`src/rtl/i2c_cfg_sequencer.sv`:
```
// I2C configuration sequencer: after reset, walks a LUT_SIZE-entry register table and issues
// one {SLAVE_ADDR, sub_addr, data} write per entry to the I2C byte controller. It generates the
// controller step timing (i2c_clk/i2c_en), runs the GO/END handshake, retries on NACK and
// guards BUSY with a watchdog.
// Optional feature macro: CFG_READBACK_EN (read back and compare each written entry).
module i2c_cfg_sequencer #(
   parameter int unsigned CLK_DIV    = 500,
   parameter logic [7:0]  SLAVE_ADDR = 8'h42,
   parameter int unsigned LUT_SIZE   = 64,
   parameter int unsigned INIT_DELAY = 1000,
   parameter int unsigned MAX_RETRY  = 3
) (
   input  logic                        iCLK,
   input  logic                        iRST_N,
   input  logic                        cfg_start,
   output logic [$clog2(LUT_SIZE)-1:0] lut_index,
   input  logic [15:0]                 lut_data,
   output logic                        i2c_clk,
   output logic                        i2c_en,
   output logic [23:0]                 i2c_wdata,
   output logic                        i2c_wr,
   output logic                        i2c_go,
   input  logic                        i2c_ack,
   input  logic                        i2c_end,
   input  logic [7:0]                  i2c_rdata,
   output logic                        cfg_done,
   output logic                        cfg_err,
   output logic [$clog2(LUT_SIZE)-1:0] err_index
);
   localparam int unsigned IW = $clog2(LUT_SIZE);
   localparam int unsigned CW = $clog2(CLK_DIV);
   localparam int unsigned DW = $clog2(INIT_DELAY + 1);
   localparam int unsigned RW = $clog2(MAX_RETRY + 2);
   localparam logic [CW-1:0] DivLast  = CW'(CLK_DIV - 1);
   localparam logic [CW-1:0] SclLo    = CW'(CLK_DIV / 4);
   localparam logic [CW-1:0] SclHi    = CW'(3 * CLK_DIV / 4);
   localparam logic [DW-1:0] InitLast = DW'(INIT_DELAY - 1);
   localparam logic [IW-1:0] IdxLast  = IW'(LUT_SIZE - 1);
   localparam logic [RW-1:0] MaxRetry = RW'(MAX_RETRY);
   localparam logic [5:0]    WdogLast = 6'd63;

   typedef enum logic [3:0] {
      StPwrWait, StLoad, StBusy, StRelease, StDone, StError, StRdLoad, StRdBusy, StRdRelease
   } state_e;

   state_e        r_state, w_state_nxt;
   logic [CW-1:0] r_cnt;
   logic [DW-1:0] r_init, w_init_nxt;
   logic [IW-1:0] r_idx, w_idx_nxt, r_err_idx, w_err_idx_nxt;
   logic [RW-1:0] r_retry, w_retry_nxt;
   logic [5:0]    r_wdog, w_wdog_nxt;
   logic [23:0]   r_wdata, w_wdata_nxt;
   logic          r_go, w_go_nxt, r_ack, w_ack_nxt;
   logic          r_done, w_done_nxt, r_err, w_err_nxt, r_start, w_start_nxt;
   logic          w_en, w_idle, w_start_hit, w_adv, w_fail;
`ifdef CFG_READBACK_EN
   logic          r_wr, w_wr_nxt;
`else
   logic          w_unused_rdata;
   assign w_unused_rdata = ^i2c_rdata;
`endif

   assign w_en        = (r_cnt == DivLast);
   assign w_idle      = (r_state == StDone) || (r_state == StError);
   // A start seen on the en cycle itself is acted on immediately rather than lost.
   assign w_start_hit = r_start | (cfg_start & w_idle);

   // Free-running step divider.
   always_ff @(posedge iCLK or negedge iRST_N) begin
      if (!iRST_N)             r_cnt <= '0;
      else if (r_cnt == DivLast) r_cnt <= '0;
      else                     r_cnt <= r_cnt + CW'(1);
   end

   // Sequencer state and datapath registers.
   always_ff @(posedge iCLK or negedge iRST_N) begin
      if (!iRST_N) begin
         r_state   <= StPwrWait;
         r_init    <= '0;
         r_idx     <= '0;
         r_err_idx <= '0;
         r_retry   <= '0;
         r_wdog    <= '0;
         r_wdata   <= '0;
         r_go      <= 1'b0;
         r_ack     <= 1'b0;
         r_done    <= 1'b0;
         r_err     <= 1'b0;
         r_start   <= 1'b0;
`ifdef CFG_READBACK_EN
         r_wr      <= 1'b1;
`endif
      end else begin
         r_state   <= w_state_nxt;
         r_init    <= w_init_nxt;
         r_idx     <= w_idx_nxt;
         r_err_idx <= w_err_idx_nxt;
         r_retry   <= w_retry_nxt;
         r_wdog    <= w_wdog_nxt;
         r_wdata   <= w_wdata_nxt;
         r_go      <= w_go_nxt;
         r_ack     <= w_ack_nxt;
         r_done    <= w_done_nxt;
         r_err     <= w_err_nxt;
         r_start   <= w_start_nxt;
`ifdef CFG_READBACK_EN
         r_wr      <= w_wr_nxt;
`endif
      end
   end

   // Next-state logic; everything except the start latch advances only on step boundaries.
   always_comb begin
      w_state_nxt   = r_state;
      w_init_nxt    = r_init;
      w_idx_nxt     = r_idx;
      w_err_idx_nxt = r_err_idx;
      w_retry_nxt   = r_retry;
      w_wdog_nxt    = r_wdog;
      w_wdata_nxt   = r_wdata;
      w_go_nxt      = r_go;
      w_ack_nxt     = r_ack;
      w_done_nxt    = r_done;
      w_err_nxt     = r_err;
      w_start_nxt   = w_en ? 1'b0 : w_start_hit;
      w_adv         = 1'b0;
      w_fail        = 1'b0;
`ifdef CFG_READBACK_EN
      w_wr_nxt      = r_wr;
`endif
      if (w_en) begin
         case (r_state)
            StPwrWait: begin
               if (r_init == InitLast) begin
                  w_idx_nxt   = '0;
                  w_state_nxt = StLoad;
               end else begin
                  w_init_nxt = r_init + DW'(1);
               end
            end
            StLoad: begin
               w_wdata_nxt = {SLAVE_ADDR, lut_data};
               w_go_nxt    = 1'b1;
               w_wdog_nxt  = '0;
               w_state_nxt = StBusy;
`ifdef CFG_READBACK_EN
               w_wr_nxt    = 1'b1;
`endif
            end
            StBusy, StRdBusy: begin
               if (i2c_end) begin
                  w_ack_nxt   = i2c_ack;
`ifdef CFG_READBACK_EN
                  if (r_state == StRdBusy) w_ack_nxt = i2c_ack | (i2c_rdata != lut_data[7:0]);
`endif
                  w_go_nxt    = 1'b0;
                  w_state_nxt = (r_state == StBusy) ? StRelease : StRdRelease;
               end else if (r_wdog == WdogLast) begin
                  // A controller that never ends is handled like a NACK.
                  w_ack_nxt   = 1'b1;
                  w_go_nxt    = 1'b0;
                  w_state_nxt = (r_state == StBusy) ? StRelease : StRdRelease;
               end else begin
                  w_wdog_nxt = r_wdog + 6'd1;
               end
            end
            StRelease: begin
               if (!i2c_end) begin
`ifdef CFG_READBACK_EN
                  if (!r_ack) w_state_nxt = StRdLoad;
`else
                  w_adv = !r_ack;
`endif
                  w_fail = r_ack;
               end
            end
`ifdef CFG_READBACK_EN
            StRdLoad: begin
               w_wdata_nxt = {SLAVE_ADDR, lut_data[15:8], 8'h00};
               w_wr_nxt    = 1'b0;
               w_go_nxt    = 1'b1;
               w_wdog_nxt  = '0;
               w_state_nxt = StRdBusy;
            end
            StRdRelease: begin
               if (!i2c_end) begin
                  w_adv  = !r_ack;
                  w_fail = r_ack;
               end
            end
`endif
            StDone, StError: begin
               w_go_nxt = 1'b0;
               if (w_start_hit) begin
                  w_done_nxt  = 1'b0;
                  w_err_nxt   = 1'b0;
                  w_idx_nxt   = '0;
                  w_retry_nxt = '0;
                  w_state_nxt = StLoad;
               end
            end
            default: w_state_nxt = StPwrWait;
         endcase

         if (w_adv) begin
            w_retry_nxt = '0;
            if (r_idx == IdxLast) begin
               w_done_nxt  = 1'b1;
               w_state_nxt = StDone;
            end else begin
               w_idx_nxt   = r_idx + IW'(1);
               w_state_nxt = StLoad;
            end
         end
         if (w_fail) begin
            if (r_retry < MaxRetry) begin
               w_retry_nxt = r_retry + RW'(1);
               w_state_nxt = StLoad;
            end else begin
               w_err_idx_nxt = r_idx;
               w_err_nxt     = 1'b1;
               w_state_nxt   = StError;
            end
         end
`ifdef CFG_READBACK_EN
         if (w_adv || w_fail) w_wr_nxt = 1'b1;
`endif
      end
   end

   assign lut_index = r_idx;
   assign i2c_en    = w_en;
   assign i2c_clk   = (r_cnt >= SclLo) && (r_cnt < SclHi);
   assign i2c_wdata = r_wdata;
   assign i2c_go    = r_go;
   assign cfg_done  = r_done;
   assign cfg_err   = r_err;
   assign err_index = r_err_idx;
`ifdef CFG_READBACK_EN
   assign i2c_wr    = r_wr;
`else
   assign i2c_wr    = 1'b1;
`endif

endmodule

```
`config.mk`:
```
export PLATFORM = sky130hd
export DESIGN_NAME = i2c_cfg_sequencer
export DESIGN_NICKNAME = d
export VERILOG_FILES = /design/src/rtl/i2c_cfg_sequencer.sv
export SDC_FILE = /design/constraint.sdc
export NUM_CORES = 1
export LEC_CHECK = 0
export ABC_CLOCK_PERIOD_IN_PS = 2700
export CORE_ASPECT_RATIO = 0.6
export CORE_MARGIN = 1.5
export CORE_UTILIZATION = 43
export DETAILED_ROUTE_END_ITERATION = 12
export GPL_TIMING_DRIVEN = 0
export PLACE_DENSITY = 0.69
export SYNTH_ARGS = -nofsm -noshare
export SYNTH_HDL_FRONTEND = slang
export SYNTH_SLANG_ARGS = --single-unit
```
`constraint.sdc`:
```
create_clock -name iCLK -period 2.7 [get_ports iCLK]
set_input_delay 0.81 -clock iCLK [delete_from_list [all_inputs] [get_ports iCLK]]
set_output_delay 0.81 -clock iCLK [all_outputs]
set_load 0.05 [all_outputs]
```
# Word level (Yosys, flattened, before mapping)
# Index checks and enable logic that the tools add are counted.
[word_totals]
regBits = 66
output_inout_bits = 42
[op_classes]
addsub = 5
n_lt_le_gt_ge = 3
eq_ne = 17
mux = 44
bitwise = 4
n_reduce_logical = 16
[op_table]
columns = ["op", "n"]
rows = [
  ["two-way mux 6 bit", 6],
  ["two-way mux 4 bit", 7],
  ["case mux 6 bit (2 select lines)", 2],
  ["two-way mux 3 bit", 7],
  ["case mux 4 bit (5 select lines)", 1],
  ["two-way mux 1 bit", 19],
  ["adder 6 x 1 -> 6 bit, second input constant", 2],
  ["equality test 4 x 3 -> 1 bit, second input constant", 3],
  ["equality test 6 bit, second input constant", 2],
  ["AND reduction 3 bit", 4],
  ["adder 10 x 1 -> 10 bit, second input constant", 1],
  ["equality test 10 bit, second input constant", 1],
  ["adder 9 x 1 -> 9 bit, second input constant", 1],
  ["equality test 9 bit, second input constant", 1],
  ["greater-or-equal comparator 9 x 7 -> 1 bit, second input constant", 1],
  ["less-than comparator 9 bit, second input constant", 1],
  ["two-way mux 9 bit", 1],
  ["equality test 4 x 2 -> 1 bit, second input constant", 2],
  ["inequality test 4 bit, second input constant", 2],
  ["inequality test 3 bit, second input constant", 2],
  ["inequality test 5 bit, second input constant", 1],
  ["AND reduction 5 bit", 1],
  ["equality test 4 x 1 -> 1 bit, second input constant", 1],
  ["zero test 4 bit", 1],
  ["other kinds (15)", 19],
]

# Logic depth before layout (Yosys ltp)
# Gate-level depths: netlist of the first run.
[depth]
ltp_word = 9
mapped_depth = 8

# Least setup slack after synthesis of the first run
# No wires, ideal clock.
[synth_path]
path_type = "reg-to-output"
from = "register r_cnt[3]"
to = "output port i2c_clk"
arrival_time_ns = 1.732
t_required_ns = 1.890
path_slack_ns = 0.158
stages_incl_launch_ff = 6
n_path_buf = 1
path_cell_list = "dfrtp_1 buf_1 o311ai_0 nor2_1 nor3_1 a21oi_1"
[synth_between]
elab_chain_cells = 2
elab_cells_between_ends = 3
cone_classes = "order compare (2); reduce/logical (1)"
[synth_rtl]
columns = ["item", "line", "source"]
rows = [
  ["start: declaration", "47", "logic [CW-1:0] r_cnt;"],
  ["start signal: assignment", "72", "else r_cnt <= r_cnt + CW'(1);"],
  ["greater-or-equal comparator 9 x 7 -> 1 bit / less-than comparator 9 bit (equally long branches)", "233", "assign i2c_clk = (r_cnt >= SclLo) && (r_cnt < SclHi);"],
  ["logical AND 1 bit (*)", "233", ""],
  ["end: declaration", "18", "output logic i2c_clk,"],
]
# Mark *: on every way between the ends. The rest lies on a longest branch, timed or not.

# Worst setup path after layout of the first run
[layout_path]
from = "register r_cnt[1]"
to = "output port i2c_en"
[layout_between]
elab_chain_cells = 1
[layout_rtl]
columns = ["item", "line", "source"]
rows = [
  ["equality test 9 bit", "63", "assign w_en = (r_cnt == DivLast);"],
  ["end: declaration", "19", "output logic i2c_en,"],
]
# No other way between the ends.

==> flow_summary.ini, run 1 <==
[clock_tree]
htree_num_levels = 3
clock-sinks = 66
cts-root-buf = clkbuf_16
cts.clk_slew.worst_paths_ns = 0.05
numCtsBuffers = 9
cts_tree = built
cts_buffer_depth = 2
clock_latency_ns = 0.33

[route]
drcViolationCount = 0
vias = 2570
avgRoutedWirePerCell_um = 14.7
viasPerCell = 5.27
ant_nets = 0
wirelength_um = 7170
drtPass1Iterations = 5
drtIter0Drc = 164

[critical_path]
max_stage_delay_ns = 0.50
required_ns = 1.89
r2r_end = i2c_wdata[11]$_DFFE_PN0P_
end_kind = output pin
rrSetupSlack_ns = 0.23
crit_type = flop to output pin
regToRegStartpoint = r_cnt[1]$_DFF_PN0_
path_cells = buf_4 > ha_4 > nand2_2 > or4_4 > inv_6 > buf_8
critical_path.slowest_cell = or4_4
critical-path-top-delay-family = simple AND/OR/NAND/NOR gates
crit_fanout = 6
worstPathArrival_ns = 1.85
cp-start-kind = flop
reg2reg_depth = 8
critPathBufInv = 3

[yosys]
netlist_area_mm2 = 0.00332
ys.flop_type = dfrtp_1
synth_cell_types = 61
synthArstFlopShare_pct = 100
yosys_warnings = 0
syn-instance-count = 305
syn_avg_cell_area_um2 = 10.9
seq_area_frac_synth_pct = 49.7
synth-seq-cells = 66
synth_edf_count = 0

[timing]
slew_viol_final = 0
slew_headroom_pct = 45.1
fin_crit_ns = 2.66
rsz0062_at_grt = yes
finalCritPeriodShare_pct = 98.6
hold_violations = 0
fin_ws_ns = 0.0368
tightest_slew_ns = 0.824
fmax_ghz = 0.375
setup_viol = 0
fin_skew_ns = 0.00582

[outcome]
status = finished, final reports clean

[floorplan]
die_w_um = 116
die_area_mm2 = 0.00828
pin_count = 71
row_count = 24
initial_utilization_pct = 45.2
die_h_um = 71.1
fp.coreArea_mm2 = 0.00736

[power]
ir_drop_v = 0.000349
leakage_nw = 1.91
p_per_area_mw_per_mm2 = 485

[finish]
fin_util_pct = 59.2
fin_area_mm2 = 0.00436
diodes = 0
final_layout_size_suffix_gt1_share_pct = 15.6
fin_cells = 488
fin_nets = 414
area_delta_synth_final_pct = 31.1

[global_route]
grt_pass1_vias = 2451
overflow = 0
grt_pass1_wl_um = 12000
grt_usage_pct = 19.1
antenna_found_initial = 0
grt_max_degree = 67

[placement]
portBuffers = 55
pre_cts_ws_ns = -0.525
gp_congestion = 0.836
numPlacedInstances = 469
placed_area_mm2 = 0.00402
dpl.hpwl_um = 5110

[job]
cap_violations = 0

[min_path]
worst_hold_path.num_cells = 1
holdPathEnd = r_init[9]$_DFFE_PN0P_
hold_class = flop to flop
worstHoldStart = r_init[9]$_DFFE_PN0P_
[kinds of logic after synthesis]
logic type,after synthesis,synth area share [%]
adders and majority gates,6,2.26
other,2,0.226
muxes,25,8.43
and+or+nand+nor,100,17.6
buffers and inverters,30,5.16
AOI/OAI and AO/OA,63,13.2
xor gates and xnor gates,13,3.43
DFF,66,49.7
[layout by cell type (no fill, tap or decap), drive strengths merged, types with 4 or more instances in the layout]
master | synthesis | layout
dfrtp | 66 | 66
clkdlybuf4s50 | 0 | 52
mux2 | 24 | 24
buf | 15 | 21
nand3 | 19 | 19
o21ai | 19 | 19
clkbuf | 5 | 19
nand2 | 17 | 17
nor2 | 16 | 16
inv | 10 | 10
a21oi | 8 | 8
xnor2 | 8 | 8
o31ai | 8 | 8
nand4 | 7 | 7
conb | 2 | 7
nor3 | 7 | 7
and3 | 6 | 6
ha | 6 | 6
nand2b | 5 | 5
xor2 | 5 | 5
a22o | 4 | 4
a21o | 4 | 4
or2 | 4 | 4
nor2b | 4 | 4
[flip-flops by register name (all words and copies together) (netlist names), 3 cells and up]
name and flops:
lut_index 6, i2c_wdata 17, r_init 10, r_state 4, r_retry 3, r_cnt 9
err_index 6, r_wdog 6
[routing by layer]
layer | track usage, % | vias to the layer above | routed length (um) | share of wire (%)
met5 | 0 | - | 0 | 0
met4 | 5.96 | 0 | 57 | 0.79
met3 | 8.40 | 5 | 491 | 6.8
met2 | 27.0 | 69 | 3230 | 45
met1 | 26.4 | 1249 | 3390 | 47
li1 | - | 1247 | - | -
[per-stage QoR]
stage          hold slack, ns  power [W]  TNS [ns]
2_1_floorplan           0.446    0.00104         0
6_report                0.473    0.00211         0
3_5_place_dp            0.467    0.00109     -3.08
3_3_place_gp            0.467    0.00109    -92.43
5_1_grt                 0.497    0.00220    -0.121
4_1_cts                 0.481    0.00214         0
[report_power, final]
part           total (W)  internal [W]  switching (W)
Combinational  0.0000815     0.0000336      0.0000479
Sequential      0.000990      0.000990              0
Clock            0.00104      0.000645       0.000397
Total            0.00211       0.00167       0.000444
[how the worst max path moves through the flow]
stage | startpoint | endpoint | slack (ns) | cells after the start
after detailed placement | r_cnt[0]$_DFF_PN0_ | i2c_en | -0.53 | 5
after global routing | r_cnt[0]$_DFF_PN0_ | i2c_clk | -0.07 | 6
final | r_cnt[1]$_DFF_PN0_ | i2c_en | 0.04 | 6
after floorplan | r_cnt[3]$_DFF_PN0_ | i2c_clk | 0.16 | 5
after CTS | r_cnt[2]$_DFF_PN0_ | i2c_en | 0.02 | 4
after global placement | iRST_N | r_cnt[1]$_DFF_PN0_ | -1.37 | 1
[area by class of cell]
class / count / area [um^2]
buffer: 20 / 135
clock buffer: 14 / 254
clock inverter: 2 / 12.5
fill: 623 / 3000
inverter: 10 / 42.5
multi-input combinational: 214 / 1560
sequential: 66 / 1660
tap: 104 / 130
timing repair buffer: 58 / 571
[cells in the mapped netlist (2+ instances only)]
library cell,number,area [um^2]
conb_1,2,7.51
nor2b_1,2,12.5
clkbuf_1,5,18.8
ha_1,6,75.1
o31ai_1,7,52.6
xor2_1,5,43.8
xnor2_1,8,70.1
a21o_1,4,30.0
or2_1,3,18.8
mux2_2,7,78.8
o21ai_1,11,55.1
nor2_1,15,56.3
o311ai_0,2,17.5
inv_1,9,33.8
nand2b_1,5,31.3
nor4_2,2,25.0
a2111oi_0,2,17.5
a21oi_1,8,40.0
or4_1,3,22.5
a31oi_1,3,18.8
nor2b_4,2,27.5
buf_6,3,33.8
nand2_1,17,63.8
buf_2,2,10.0
and3_1,6,37.5
nand3_1,18,90.1
mux2_1,17,191
nand4_1,7,43.8
nor3_1,6,30.0
a22o_1,4,35.0
o2bb2ai_1,3,26.3
o21ai_0,8,40.0
dfrtp_1,66,1650
buf_4,9,67.6
nand3b_1,2,15.0
[what timing repair did]
action,CTS,global route
resized for setup,18,7
setup buffers,0,3
pin swaps,1,2
endpoints found under the setup margin,6,8
cloned,0,0
hold buffers,0,0
Note: power is estimated with default switching activity, not from simulation.
==> inputs of run 2 (changes only) <==
--- a/config.mk
+++ b/config.mk
@@ -11,6 +11,7 @@
 export CORE_UTILIZATION = 43
 export DETAILED_ROUTE_END_ITERATION = 12
 export GPL_TIMING_DRIVEN = 0
+export HOLD_SLACK_MARGIN = 0.03
 export PLACE_DENSITY = 0.69
 export SYNTH_ARGS = -nofsm -noshare
 export SYNTH_HDL_FRONTEND = slang
==> results of run 2 <==
The final DEF is identical to that of run 1; final timing and power are the same.
